==> src/rtl/game_timing_pkg.sv <==
// game_timing_pkg: shared tick-generator state type, default timing constants and width helper
package game_timing_pkg;

  typedef enum logic [1:0] {IDLE, RUN, PAUSE} tick_state_t;

  localparam int PERIOD_NORMAL_DEF = 833333;
  localparam int PERIOD_SLOW_DEF   = 1666666;
  localparam int SLOW_TICKS_DEF    = 150;

  function automatic int cnt_width(input int n);
    return n > 1 ? $clog2(n) : 1;
  endfunction

endpackage

==> src/rtl/tick_prescaler.sv <==
// tick_prescaler: cycle divider with clear/advance/hold control and a terminal-count compare
module tick_prescaler #(
  parameter int W = 3
) (
  input  logic         CLOCK_50,
  input  logic         reset,
  input  logic         clear,
  input  logic         run,
  input  logic [W-1:0] last,
  output logic         term
);

  logic [W-1:0] div;

  // >= so that a period shrinking mid-count still terminates immediately
  assign term = div >= last;

  // divider: cleared when idle, advances or wraps while running, holds otherwise
  always_ff @(posedge CLOCK_50) begin
    if (reset || clear)
      div <= '0;
    else if (run)
      div <= term ? '0 : div + 1'b1;
  end

endmodule

==> src/rtl/game_tick_gen.sv <==
// game_tick_gen: game-tick strobe generator with normal/slow rates, slow window and pause gating
module game_tick_gen
  import game_timing_pkg::*;
#(
  parameter int PERIOD_NORMAL = PERIOD_NORMAL_DEF,
  parameter int PERIOD_SLOW   = PERIOD_SLOW_DEF,
  parameter int SLOW_TICKS    = SLOW_TICKS_DEF
) (
  input  logic                              CLOCK_50,
  input  logic                              reset,
  input  logic                              enable,
  input  logic                              pause,
  input  logic                              slow_req,
  output logic                              tick,
  output logic                              slow_active,
  output logic [$clog2(SLOW_TICKS+1)-1:0]   slow_remaining
);

  localparam int DW = cnt_width(PERIOD_SLOW);
  localparam int RW = $clog2(SLOW_TICKS + 1);

  tick_state_t   state, state_nxt;
  logic          run, clear, term, fire;
  logic [DW-1:0] last;

  // next state and prescaler controls; a dropped enable overrides every state
  always_comb begin
    state_nxt = !enable ? IDLE : (state == RUN || state == PAUSE) ? (pause ? PAUSE : RUN) : RUN;
    run       = enable && state == RUN;
    clear     = !enable || state == IDLE;
    last      = slow_active ? DW'(PERIOD_SLOW - 1) : DW'(PERIOD_NORMAL - 1);
    fire      = run && term;
  end

  // state register
  always_ff @(posedge CLOCK_50) begin
    if (reset)
      state <= IDLE;
    else
      state <= state_nxt;
  end

  tick_prescaler #(.W(DW)) u_prescaler (
    .CLOCK_50 (CLOCK_50),
    .reset    (reset),
    .clear    (clear),
    .run      (run),
    .last     (last),
    .term     (term)
  );

  // registered one-cycle tick strobe
  always_ff @(posedge CLOCK_50) begin
    if (reset)
      tick <= 1'b0;
    else
      tick <= fire;
  end

  // slow window: a request reloads (beating a same-edge decrement), each slow tick counts down
  always_ff @(posedge CLOCK_50) begin
    if (reset || clear) begin
      slow_active    <= 1'b0;
      slow_remaining <= '0;
    end else if (slow_req) begin
      slow_active    <= 1'b1;
      slow_remaining <= RW'(SLOW_TICKS);
    end else if (fire && slow_active) begin
      slow_active    <= slow_remaining != RW'(1);
      slow_remaining <= slow_remaining - 1'b1;
    end
  end

endmodule
==> config.mk <==
export PLATFORM = sky130hd
export DESIGN_NAME = game_tick_gen
export DESIGN_NICKNAME = d
export VERILOG_FILES = /design/src/rtl/game_timing_pkg.sv /design/src/rtl/tick_prescaler.sv /design/src/rtl/game_tick_gen.sv
export SDC_FILE = /design/constraint.sdc
export NUM_CORES = 1
export LEC_CHECK = 0
export ABC_AREA = 1
export CAP_MARGIN = 15
export CORE_UTILIZATION = 45
export DETAILED_ROUTE_END_ITERATION = 8
export HOLD_SLACK_MARGIN = 0.1
export PLACE_DENSITY = 0.64
export SLEW_MARGIN = 40
export SYNTH_ARGS = -nofsm -noshare
export SYNTH_HDL_FRONTEND = slang
export SYNTH_SLANG_ARGS = --single-unit
==> constraint.sdc <==
create_clock -name CLOCK_50 -period 4.7 [get_ports CLOCK_50]
set_input_delay 0.705 -clock CLOCK_50 [delete_from_list [all_inputs] [get_ports CLOCK_50]]
set_output_delay 0.705 -clock CLOCK_50 [all_outputs]
set_load 0.03 [all_outputs]
==> flow_metrics.env <==
export IMPL_min_period_ns=2.62
export IMPL_post_cts_resize_count=0
export IMPL_wl_mm=4.48
export IMPL_syn_cell_area_sq_um=2170
export IMPL_ff2ff_path_depth=12
export IMPL_io_pins=15
export IMPL_num_vias=1904
export IMPL_outcome="finished clean"
export IMPL_fin_util_pct=54.7
export IMPL_cts_buffer_depth=2
export IMPL_drive_gt1_share_pct=10.3
export IMPL_relSlewSlack_pct=59.1
export IMPL_vias_per_cell=4.97
export IMPL_synthCells=310
export IMPL_syn_nets=333
export IMPL_r2r_start="slow_active$_SDFFE_PP0P_"
export IMPL_dr_max_layer_used="met4"
export IMPL_cp_startpoint="slow_active$_SDFFE_PP0P_"
export IMPL_finalSetupTns_ns=0
export IMPL_synth_top_cell_area_share_pct=30.5
export IMPL_area_growth_pct=13.6
export IMPL_critPathBufInv=1
export IMPL_cp_required_ns=4.89
export IMPL_fmax_ghz=0.382
export IMPL_core_area_sq_um=4500
export IMPL_clock_sinks=33
export IMPL_ys_seq_area_share_pct=30.5
export IMPL_route_detailed_drc=0
export IMPL_crit_type="register to register"
export IMPL_yosysWarnings=0
export IMPL_holdCritPathClass="register to register"
export IMPL_holdBufCountCts=0
export IMPL_fp_row_count=24
export IMPL_dp_cells=375
export IMPL_die_y_um=71.4
export IMPL_grt_pass1_vias=1735
export IMPL_final_common_cell="nand2_1"
export IMPL_critPathMaxStageDelay_ns=0.71
export IMPL_worst_pin_slew_ns=0.612
export IMPL_ys_types=33
export IMPL_final_nets=353
export IMPL_finalHoldViolCount=0
export IMPL_antenna_found_initial=0
export IMPL_instances_no_fill=383
export IMPL_vdd_drop_max_mv=0.180
export IMPL_slew_viol_final=0
export IMPL_cp_depth=12
export IMPL_finalSetupViolCount=0
export IMPL_final_antenna_net_count=0
export IMPL_powerDensity_nw_per_um2=224
export IMPL_clk_root_buffer_cell="clkbuf_8"
export IMPL_grt_start_max_net_pins=19
export IMPL_crit_family="simple AND/OR/NAND/NOR gates"
export IMPL_worstHoldStart="u_prescaler.div[12]$_SDFFE_PP0P_"
export IMPL_clkTransAtPathRegs_ns=0.07
export IMPL_maxCapViolations=0
export IMPL_drt_pass1_iter_count=4
export IMPL_clk_latency_ns=0.29
export IMPL_start_util_pct=48.1
export IMPL_synth_avg_cell_area_sq_um=6.99
export IMPL_leakagePower_nw=1.00
export IMPL_drt_iter0_markers=92
export IMPL_yosys_register_bits=33
export IMPL_wl_met3_um=145
export IMPL_avgRoutedWirePerCell_um=11.7
export IMPL_post_cts_setup_buffers=0
export IMPL_clock_skew_ns=0.00494
export IMPL_rsz0062_at_grt="no"
export IMPL_htree_num_levels=2
export IMPL_startpoint_type="register"
export IMPL_synthTopCellsByArea="dfxtp_1 30%, nand2_1 13%, ha_1 10%"
export IMPL_overflow=0
export IMPL_critPathArrivalTime_ns=2.80
export IMPL_hold_depth=2
export IMPL_grt_pass1_wl_mm=7.87
export IMPL_final_cell_mix="76 x nand2_1, 50 x nor2_1, 40 x inv_1"
export IMPL_grt_usage_pct=19.8
export IMPL_tritoncts="done"
export IMPL_critical_path_max_fanout=18
export IMPL_n_antenna_cell=0
export IMPL_met2WireLength_mm=1.86
export IMPL_worstPathCellList="inv_1 -> ha_1 -> nand2_1 -> nor2_1 -> nand2_1 -> nor2_1 -> nand2_1 -> nand3_2 -> nand2_2 -> nand2_4 -> nor2_1 -> o21a_1"
export IMPL_numPortBuffers=14
export IMPL_hpwlAfterDp_mm=3.41
export IMPL_die_area_sq_um=5100
export IMPL_yosysTopAreaCell="dfxtp_1"
export IMPL_end_kind="register"
export IMPL_wl_met1_mm=2.40
export IMPL_cts_buffers=5
export IMPL_die_w_um=71.4
export IMPL_place_congestion=0.828
export IMPL_fin_crit_sh_pct=55.7
export IMPL_slowest_stage="dfxtp_1"
export IMPL_hold_ws_ns=0.499
[final timing paths]
path	endpoint	slack (ns)
worst max register to register	u_prescaler.div[14]$_SDFFE_PP0P_	2.08
worst min register to register	u_prescaler.div[12]$_SDFFE_PP0P_	0.50
worst max-delay path	u_prescaler.div[14]$_SDFFE_PP0P_	2.08
worst min-delay path	u_prescaler.div[12]$_SDFFE_PP0P_	0.50
[cell families (layout without fill, tap and decap cells)]
family / after synthesis / after routing / synth area share (%)
xor+xnor: 8 / 8 / 3.23
fa+ha+maj: 18 / 18 / 10.4
simple gates: 179 / 179 / 40.1
flops: 33 / 33 / 30.5
compound gates: 28 / 28 / 7.56
buf+inv: 44 / 65 / 8.20
[per-stage QoR]
step,power (mW),area [sq um],setup slack [ns]
CTS,0.561,2460,2.07
global route,0.576,2460,1.79
global placement,0.318,2360,2.11
detailed placement,0.318,2360,2.07
floorplan,0.309,2170,2.31
finish,0.552,2460,2.08
[registers in the layout (all words and copies together), names as in the netlist]
name / cells
u_prescaler.div: 21
slow_remaining: 8
tick: 1
slow_active: 1
state: 2
[cells in the mapped netlist (all sizes together)]
library cell,number
nand2,84
nor2,57
inv,43
dfxtp,33
ha,18
nand3,18
a21oi,16
nand4,10
nor3,6
o21ai,5
xnor2,4
xor2,4
nor3b,3
a211oi,2
o21bai,2
a21o,1
a31oi,1
buf,1
nor4,1
o21a,1
[report_power, final]
| group | internal (mW) | leakage [nW] | switching (mW) | total, mW |
|---|---|---|---|---|
| clock | 0.132 | 0.0542 | 0.108 | 0.240 |
| combinational | 0.0112 | 0.683 | 0.0175 | 0.0286 |
| sequential | 0.281 | 0.266 | 0.00194 | 0.283 |
| total | 0.425 | 1.00 | 0.127 | 0.552 |
[metal layers]
metal / vias to the layer above / GRT usage [%]
met1: 849 / 27.9
met4: 0 / 8.67
met2: 24 / 29.2
li1: 1026 / -
met5: - / 0
met3: 5 / 3.80
[area by class of cell]
class / count / area, sq um
Fill cell: 445 / 2040
Multi-Input combinational cell: 233 / 1330
Sequential cell: 33 / 661
Inverter: 43 / 166
Timing Repair Buffer: 14 / 140
Clock buffer: 7 / 96.3
Tap cell: 52 / 65.1
Clock inverter: 1 / 5.00
[worst min-delay path, stage by stage, from the launching register on]
cell	delay [ns]
dfxtp_1	0.34
inv_1	0.06
a21oi_1	0.05
No activity file was read; power rests on OpenSTA's default activity.
